File: src/rtl/inst_prefetch_queue.sv
// Instruction prefetch queue feeding the IF/ID register: sequences fetch addresses,
// tags returning words with their PC, buffers them across decode stalls and flushes on redirect.
module inst_prefetch_queue #(
  parameter int DEPTH  = 4,
  parameter int PC_W   = 10,
  parameter int INST_W = 32
) (
  input  logic                     clk,
  input  logic                     rst,
  input  logic                     redirect,
  input  logic [PC_W-1:0]          redirect_pc,
  input  logic                     hold,
  output logic [PC_W-1:0]          imem_addr,
  output logic                     imem_rden,
  input  logic [INST_W-1:0]        imem_q,
  output logic [INST_W-1:0]        instruction,
  output logic [PC_W-1:0]          PC,
  output logic [PC_W-1:0]          PCPlus1,
  output logic                     inst_valid,
  output logic [$clog2(DEPTH):0]   count
);

  localparam int PTR_W = $clog2(DEPTH);
  localparam int CNT_W = PTR_W + 1;

  logic [PC_W-1:0]   r_fetch_pc;
  logic              r_inflight;
  logic [PC_W-1:0]   r_inflight_pc;
  logic [PTR_W-1:0]  r_rd_ptr;
  logic [PTR_W-1:0]  r_wr_ptr;
  logic [CNT_W-1:0]  r_count;
  logic [PC_W-1:0]   r_mem_pc   [DEPTH];
  logic [INST_W-1:0] r_mem_inst [DEPTH];

  logic              w_pop;
  logic              w_push;
  logic [CNT_W:0]    w_credit;

  assign inst_valid = (r_count != '0);
  assign count      = r_count;
  assign w_pop      = inst_valid & ~hold & ~redirect;
  // A word returning in a redirect cycle belongs to the abandoned path.
  assign w_push     = r_inflight & ~redirect;

  // Slots already committed (stored + in flight) after this cycle's pop.
  assign w_credit   = {1'b0, r_count} + (CNT_W+1)'(r_inflight) - (CNT_W+1)'(w_pop);

  assign imem_addr  = redirect ? redirect_pc : r_fetch_pc;
  assign imem_rden  = ~rst & (redirect | (w_credit < (CNT_W+1)'(DEPTH)));

  assign instruction = inst_valid ? r_mem_inst[r_rd_ptr] : '0;
  assign PC          = inst_valid ? r_mem_pc[r_rd_ptr]   : '0;
  assign PCPlus1     = inst_valid ? r_mem_pc[r_rd_ptr] + PC_W'(1) : '0;

  // Control state: fetch sequencing, in-flight tracking, queue pointers
  always_ff @(posedge clk) begin
    if (rst) begin
      r_fetch_pc    <= '0;
      r_inflight    <= 1'b0;
      r_inflight_pc <= '0;
      r_rd_ptr      <= '0;
      r_wr_ptr      <= '0;
      r_count       <= '0;
    end else begin
      if (imem_rden) begin
        r_fetch_pc    <= imem_addr + PC_W'(1);
        r_inflight    <= 1'b1;
        r_inflight_pc <= imem_addr;
      end else begin
        r_inflight    <= 1'b0;
      end

      if (redirect) begin
        r_count  <= '0;
        r_rd_ptr <= r_wr_ptr;
      end else begin
        if (w_push) r_wr_ptr <= r_wr_ptr + PTR_W'(1);
        if (w_pop)  r_rd_ptr <= r_rd_ptr + PTR_W'(1);
        r_count <= r_count + CNT_W'(w_push) - CNT_W'(w_pop);
      end
    end
  end

  // Queue storage: written only on push, validity tracked by the control state
  always_ff @(posedge clk) begin
    if (w_push) begin
      r_mem_pc[r_wr_ptr]   <= r_inflight_pc;
      r_mem_inst[r_wr_ptr] <= imem_q;
    end
  end

endmodule

File: config.mk
export PLATFORM = sky130hd
export DESIGN_NAME = inst_prefetch_queue
export DESIGN_NICKNAME = d
export VERILOG_FILES = /design/src/rtl/inst_prefetch_queue.sv
export SDC_FILE = /design/constraint.sdc
export NUM_CORES = 1
export LEC_CHECK = 0
export ABC_AREA = 0
export CAP_MARGIN = 5
export CORE_ASPECT_RATIO = 0.5
export CORE_MARGIN = 3
export CORE_UTILIZATION = 55
export CTS_CLUSTER_SIZE = 25
export DETAILED_ROUTE_END_ITERATION = 8
export PLACE_DENSITY = 0.8
export SLEW_MARGIN = 20
export SYNTH_ARGS = -nofsm -noshare
export SYNTH_HDL_FRONTEND = slang
export SYNTH_SLANG_ARGS = --single-unit
File: constraint.sdc
create_clock -name clk -period 3.1 [get_ports clk]
set_clock_uncertainty 0.15 [all_clocks]
set_input_delay 0.31 -clock clk [delete_from_list [all_inputs] [get_ports clk]]
set_output_delay 0.31 -clock clk [all_outputs]
set_load 0.03 [all_outputs]
# --- After elaboration in Yosys (flattened, before gate mapping) ---
# Memory sizes are Yosys's and may differ from the RTL's. A register that Yosys moved wholly into a read port is not among the register bits.
# Cells that the tools add are included.
op_classes:
  bitwise: 8
  addsub: 8
  mul: 0
  reduce_logical: 4
  shifts: 0
  n_eq_ne: 0
  div: 0
  order_cmp: 1
  mux: 13
ops:
  columns: ["operator", "n"]
  rows:
  - ["two-way mux 32 bit", 1]
  - ["two-way mux 10 bit", 3]
  - ["adder 10 x 1 -> 10 bit (second input constant)", 2]
  - ["two-way mux 2 bit", 6]
  - ["adder 2 x 1 -> 2 bit (second input constant)", 2]
  - ["adder 3 x 1 -> 4 bit", 1]
  - ["bitwise AND 1 bit", 4]
  - ["less-than comparator 4 x 3 -> 1 bit (second input constant)", 1]
  - ["subtractor 4 x 1 -> 4 bit", 1]
  - ["adder 3 x 1 -> 3 bit", 1]
  - ["two-way mux 1 bit", 3]
  - ["inverter 1 bit", 3]
  - ["nonzero test 3 bit", 1]
  - ["subtractor 3 x 1 -> 3 bit", 1]
  - ["AND reduction 2 bit", 1]
  - ["nonzero test 2 bit", 1]
  - ["OR reduction 2 bit", 1]
  - ["OR 1 bit", 1]
totals:
  input_bits: 46
  romBits: 0
  mem_bits_rw: 168
  n_memories: 2
  latch_bits: 0
  regBits: 28
memory_table:
  columns: ["memory", "depth", "word_bits", "read_ports", "rd_ports_with_merged_regs", "write_ports", "line", "text"]
  rows:
  - ["r_mem_inst", 4, 32, 1, 1, 1, "33", "logic [INST_W-1:0] r_mem_inst [DEPTH];"]
  - ["r_mem_pc", 4, 10, 1, 1, 1, "32", "logic [PC_W-1:0] r_mem_pc [DEPTH];"]

# --- Depth between registers and ports, before layout ---
# Gate-level depths: netlist (run 1).
depth:
  word_depth: 8
  depth_mapped: 13

# --- Worst setup path after synthesis (run 1) ---
# OpenSTA, ideal clock, no wires.
synth_path:
  kind: "input to output"
  start: "input port redirect"
  end: "output port imem_rden"
  cell_stages: 12
  path_buffers: 4
  slack_ns: 0.167
  arrival_ns: 2.473
  path_cell_list: "buf_6 buf_6 buf_2 clkbuf_1 nor2_1 nand2_1 ha_1 nand2_1 a21oi_4 nor4_4 nor3_4 nor2_1"
synth_via:
  elab_chain_len: 6
synth_lines:
  columns: ["item", "line", "text"]
  rows:
  - ["start: declaration", "10", "input logic redirect,"]
  - ["inverter 1 bit (no line)", null, null]
  - ["bitwise AND 1 bit", "41", "assign w_pop = inst_valid & ~hold & ~redirect;"]
  - ["subtractor 4 x 1 -> 4 bit", "46", "assign w_credit = {1'b0, r_count} + (CNT_W+1)'(r_inflight) - (CNT_W+1)'(w_pop);"]
  - ["less-than comparator 4 x 3 -> 1 bit", "49", "assign imem_rden = ~rst & (redirect | (w_credit < (CNT_W+1)'(DEPTH)));"]
  - ["OR 1 bit *", "49", null]
  - ["bitwise AND 1 bit *", "49", null]
  - ["end: declaration", "14", "output logic imem_rden,"]
# Every way passes the cells marked *; elsewhere a longest branch is shown, timed or not.

==> results.yml, run 1 <==
status:
  outcome: "finished, final reports clean"
pwr:
  power_leakage_nw: 3.52
  seqPwrFrac: 0.516
  p_per_area_nw_per_um2: 566
  power.total_mw: 5.88
  power.share.combinational: 0.115
  ir_drop_uv: 456
  p_sw_frac: 0.253
  switchingPower_mw: 1.49
  p_clk_frac: 0.369
  p_int_mw: 4.39
timing:
  worst_pin_slew_ps: 511
  max_freq_mhz: 338
  fin_setup_tns_ps: 0
  min_period_ps: 2960
  fin_ws_ps: 142
  slew_headroom: 0.659
  hold_violations: 0
  rsz0062_at_grt: "false"
  fin_crit_sh: 0.954
  setup_violations: 0
  slew_violations: 0
worst_setup_path:
  crit_slowest_cell: "mux4_2"
  startpoint_type: "register"
  cp.arrival_ps: 2500
  critPathKind: "register to output port"
  cp_top_family: "buffers and inverters"
  cp_num_buf_inv: 3
  crit_path_max_fanout: 32
  crit_path_end_kind: "output port"
  critPathRequiredTime_ps: 2640
  critPathMaxStageDelay_ps: 600
  crit_chain: "buf_16, mux4_2, inv_1, nor2_1, clkdlybuf4s50_1"
detailed_routing:
  vias: 4752
  ant_nets: 0
  avgRoutedWirePerCell_um: 19.4
  dr.pass1.iters: 5
  totalWireLength_mm: 16.0
  drt-initial-drc-count: 386
  avgViaCountPerCell: 5.77
  drc: 0
floorplanning:
  die-area_sq_um: 16800
  io_pins: 113
  initial_core_util: 0.570
  die_y_um: 93.1
  die_x_um: 180
  row_count: 31
  core_sq_um: 14700
placed_design:
  portBuffers: 112
  dpl_cell_area_sq_um: 9750
  pre_cts_ws_ps: 362
  gp_congestion: 0.824
  hpwl_mm: 9.94
grt:
  antenna_found_initial: 0
  busiest_layer: "met2"
  grt_pass1_vias: 4878
  grtUsageMet1: 0.266
  grt_usage: 0.198
  grt.met3_usage: 0.0431
  overflow: 0
  grt_pass1_wl_mm: 25.9
  grt_max_degree: 43
  use_met2: 0.337
logic_synthesis:
  yosysSeqAreaShare: 0.676
  synthArstFlopShare: 0
  netlist_area_sq_um: 8350
  syn_avg_cell_area_sq_um: 17.0
  netlist-cell-type-count: 55
  ys_seq_elements: 198
  netlist_instances: 490
  ys.flop_type: "edfxtp_1"
  synth_edf_count: 168
  syn-num-nets: 546
  synth-warning-count: 0
final_layout:
  layout_common_cells: "168 x edfxtp_1, 89 x clkdlybuf4s50_1, 42 x mux4_2"
  fin_area_sq_um: 10400
  drive_above_1_share: 0.233
  layout_commonest_cell: "edfxtp_1"
  nets: 669
  antennaDiodeCount: 0
  area_delta_synth_final_pct: 24.2
  utilization: 0.708
clocking:
  clock_path_buffers: 2
  htreeDepth: 4
  cts_buffers: 17
  cts-root-buf: "clkbuf_16"
  clkTransAtPathRegs_ps: 70
  cts_tree: "done"
  clk_latency_ps: 430
  ctsHoldBuffers: 0
  clock_sinks: 198
worst_hold_path:
  hp-class: "register to register"
run:
  cap_violations: 0
[flip-flops by register name, summed over array words and instances, names as in the netlist, named ones only]
register	count
r_mem_inst	128
r_inflight_pc	10
r_mem_pc	40
count	3
r_inflight	1
r_rd_ptr	2
r_wr_ptr	2
r_fetch_pc	10
[metrics by stage]
step	cells	hold slack (ps)
3_5_place_dp	792	317
3_3_place_gp	792	316
4_1_cts	824	335
6_report	824	333
5_1_grt	824	345
2_1_floorplan	490	259
[worst register-to-register path: cells and delay by family, from the launching register on]
| kind | cells | cell delay, ps |
|---|---|---|
| AND/OR/NAND/NOR | 5 | 1170 |
| AO/OA/AOI/OAI | 3 | 490 |
| flip-flops | 1 | 350 |
| adder cells (fa/ha/maj) | 1 | 220 |
[kinds of logic after synthesis]
family	synth area share
muxes	0.126
AOI/OAI and AO/OA	0.0439
adders and majority gates	0.0159
xor gates and xnor gates	0.0199
buffers and inverters	0.0244
and+or+nand+nor	0.0938
DFF	0.676
[power groups by stage]
stage | logic, mW | clock network [mW] | registers (mW)
3_3_place_gp | 0.669 | 0 | 3.08
4_1_cts | 0.680 | 2.21 | 3.03
6_report | 0.676 | 2.17 | 3.03
2_1_floorplan | 0.429 | 0 | 3.07
5_1_grt | 0.727 | 2.31 | 3.04
3_5_place_dp | 0.675 | 0 | 3.09
[cells in the mapped netlist, types with 5 or more instances]
cell | count | share of area
a21oi_1 | 9 | 0.0054
and2_1 | 45 | 0.034
xnor2_1 | 14 | 0.015
nand2_1 | 9 | 0.0040
clkbuf_1 | 10 | 0.0045
mux4_2 | 42 | 0.11
edfxtp_1 | 168 | 0.60
nor3_1 | 6 | 0.0036
nor4_1 | 8 | 0.0060
nand3_1 | 7 | 0.0042
xor2_1 | 5 | 0.0052
a211oi_2 | 5 | 0.0075
nand4_1 | 7 | 0.0052
inv_1 | 12 | 0.0054
nor2_1 | 20 | 0.0090
ha_1 | 9 | 0.013
mux2_2 | 6 | 0.0081
dfxtp_1 | 30 | 0.072
buf_2 | 7 | 0.0042
[worst paths after layout]
path | from | end | slack [ps] | depth (start not counted)
max | register | PC[5] | 140 | 5
min | r_fetch_pc[5] | r_fetch_pc[5] | 330 | 1
max reg2reg | count[0] | r_fetch_pc[3] | 670 | 9
min reg2reg | r_fetch_pc[5] | r_fetch_pc[5] | 330 | 1
[repair_timing]
action / in CTS / in global routing
pin swaps: 0 / 0
gates resized for setup: 1 / 6
setup endpoints to repair: 1 / 6
setup buffers: 0 / 0
[routing by layer]
layer	vias to the layer above	routed length, um	part of all wire
li1	2176	-	-
met1	2415	6980	0.44
met2	148	8040	0.50
met3	13	873	0.055
met4	0	122	0.0076
met5	-	0	0
[cell type report]
class,count,area (sq um)
sequential,198,5650
fill,901,4290
multi-input combinational,252,2510
timing repair buffer,131,1310
clock buffer,17,425
tap,198,248
clock inverter,15,180
inverter,13,48.8
Note: power is estimated with default switching activity, not from simulation.
==> run 2, diff against run 1 <==
--- a/config.mk
+++ b/config.mk
@@ -7,12 +7,15 @@
 export LEC_CHECK = 0
 export ABC_AREA = 0
 export CAP_MARGIN = 5
+export CELL_PAD_IN_SITES_DETAIL_PLACEMENT = 0
+export CELL_PAD_IN_SITES_GLOBAL_PLACEMENT = 1
 export CORE_ASPECT_RATIO = 0.5
 export CORE_MARGIN = 3
-export CORE_UTILIZATION = 55
+export CORE_UTILIZATION = 46
 export CTS_CLUSTER_SIZE = 25
 export DETAILED_ROUTE_END_ITERATION = 8
-export PLACE_DENSITY = 0.8
+export PLACE_DENSITY_LB_ADDON = 0.1
+export REMOVE_ABC_BUFFERS = 1
 export SLEW_MARGIN = 20
 export SYNTH_ARGS = -nofsm -noshare
 export SYNTH_HDL_FRONTEND = slang
==> run 2 against run 1 <==
  * First-iteration DRC count fell by 38%
  * Setup slack got worse by 1.5 ps
  * Largest power group unchanged
  * Via count decreased by 1.3%
  * Register-to-register slack worse by 190 ps
  * Sequential share of layout area is 0.76 points lower
  * Critical path type unchanged
  * Worst hold slack better by 17 ps
  * Power about the same
  * Combinational power increased by 4.7%
  * Count of clock-buffer cells in the layout is 1 higher
  * Utilization decreased by 11 points
==> results.yml, run 2 (synthesis results as in run 1) <==
timing:
  slew_violations: 0
  max_freq_mhz: 338
  rsz0062_at_grt: "false"
  fin_setup_tns_ps: 0
  worst_pin_slew_ps: 515
  slew_headroom: 0.656
  hold_violations: 0
  setup_violations: 0
  min_period_ps: 2960
  fin_crit_sh: 0.955
  fin_ws_ps: 141
worst_setup_path:
  r2r_cells: 9
  crit_start: "count[0]"
  crit_path_end_kind: "output port"
  rr_endpoint: "r_fetch_pc[6]"
  rrSetupSlack_ps: 480
  endpoint: "imem_rden"
  cp.arrival_ps: 2500
  crit_path_max_fanout: 17
  critPathRequiredTime_ps: 2640
  critPathKind: "register to output port"
  startpoint_type: "register"
  worstReg2RegStart: "count[0]"
grt:
  antenna_found_initial: 0
  overflow: 0
  grt_pass1_vias: 4887
  grt_usage: 0.175
  grt_pass1_wl_mm: 26.6
  grt_max_degree: 43
clocking:
  htreeDepth: 4
  cts_tree: "done"
  cts_buffers: 17
  clk_latency_ps: 420
  cts-root-buf: "clkbuf_16"
  clock_sinks: 198
  clock_path_buffers: 2
  clkTransAtPathRegs_ps: 80
  ctsHoldBuffers: 0
final_layout:
  antennaDiodeCount: 0
  layout_common_cells: "168 x edfxtp_1, 88 x clkdlybuf4s50_1, 42 x mux4_2"
  area_delta_synth_final_pct: 26.0
  regMostFlops: "r_mem_inst"
  drive_above_1_share: 0.248
  largest_register_ffs: 128
  utilization: 0.599
  nets: 677
  reg.largest.list: "r_mem_inst x128, r_mem_pc x40"
  layout_commonest_cell: "edfxtp_1"
  fin_area_sq_um: 10500
placed_design:
  pre_cts_ws_ps: 370
  hpwl_mm: 10.7
  portBuffers: 112
  gp_congestion: 0.788
  dpl_cell_area_sq_um: 9870
floorplanning:
  core_sq_um: 17600
  die_x_um: 197
  io_pins: 113
  die-area_sq_um: 19900
  die_y_um: 101
  row_count: 34
  initial_core_util: 0.475
detailed_routing:
  totalWireLength_mm: 16.7
  ant_nets: 0
  vias: 4691
  dr.pass1.iters: 4
  drc: 0
  avgRoutedWirePerCell_um: 19.3
  drt-initial-drc-count: 241
  avgViaCountPerCell: 5.40
worst_hold_path:
  hp-class: "register to register"
run:
  cap_violations: 0
pwr:
  power_leakage_nw: 3.53
  power.total_mw: 5.87
  ir_drop_uv: 343
  p_per_area_nw_per_um2: 558
status:
  outcome: "finished, final reports clean"
==> run 2: cell count changes in the layout (fill, tap and decap cells not counted), moves of 2 or more <==
cell	change
clkinv_8	-2
buf_12	+9
dlymetal6s2s_1	-3
buf_4	+6
==> run 2: cell type report <==
cell class	instances	area, sq um
fillers	1335	7050
flip-flops and latches	198	5650
multi-input cells	252	2510
repair buffers	139	1440
clock buffers	18	429
well taps	234	293
clock inverters	14	153
inverters	13	48.8
==> run 2: worst max-delay path, stage by stage (launching register included) <==
cell     delay, ps
dfxtp_1        350
nor3_1         430
nor2_1         120
nand2_1         90
ha_1           220
nand2_1        110
a21oi_4         60
o21a_4         280
nor3_4         180
nor2_1          60
buf_4          180
==> run 2: layer usage <==
layer | wire length [um] | up-vias | track usage
met5 | 0 | - | 0
met4 | 61 | 0 | 0.0317
met3 | 755 | 8 | 0.0349
met2 | 8280 | 108 | 0.296
met1 | 7630 | 2381 | 0.242
li1 | - | 2194 | -
==> run 2: metrics by stage <==
step	hold slack, ps	cells
6_report	351	868
5_1_grt	361	868
4_1_cts	350	861
3_5_place_dp	329	829
3_3_place_gp	332	829
2_1_floorplan	225	463
==> run 2: repair_timing <==
item                                   in CTS  in global routing
endpoints found under the hold margin       0                  0
setup endpoints to repair                   0                 10
resized for setup                           0                  0
buffers inserted                            0                  7
==> run 2: report_power, final <==
part	total [mW]	internal [mW]	switching (mW)	leakage, nW
Combinational	0.708	0.340	0.369	1.47
Sequential	3.03	2.98	0.0525	1.78
Clock	2.13	1.08	1.05	0.283
Total	5.87	4.40	1.47	3.53
==> run 2: worst min path at each step <==
| stage | from | end | cells past startpoint |
|---|---|---|---|
| final | r_fetch_pc[5] | r_fetch_pc[5] | 1 |
| after global routing | imem_q[26] | r_mem_inst[1][26] | 1 |
| after CTS | imem_q[14] | r_mem_inst[2][14] | 1 |
| after detailed placement | r_fetch_pc[5] | r_fetch_pc[5] | 1 |
| after global placement | r_inflight_pc[7] | r_mem_pc[2][7] | 0 |
| after floorplan | rst | r_fetch_pc[9] | 1 |
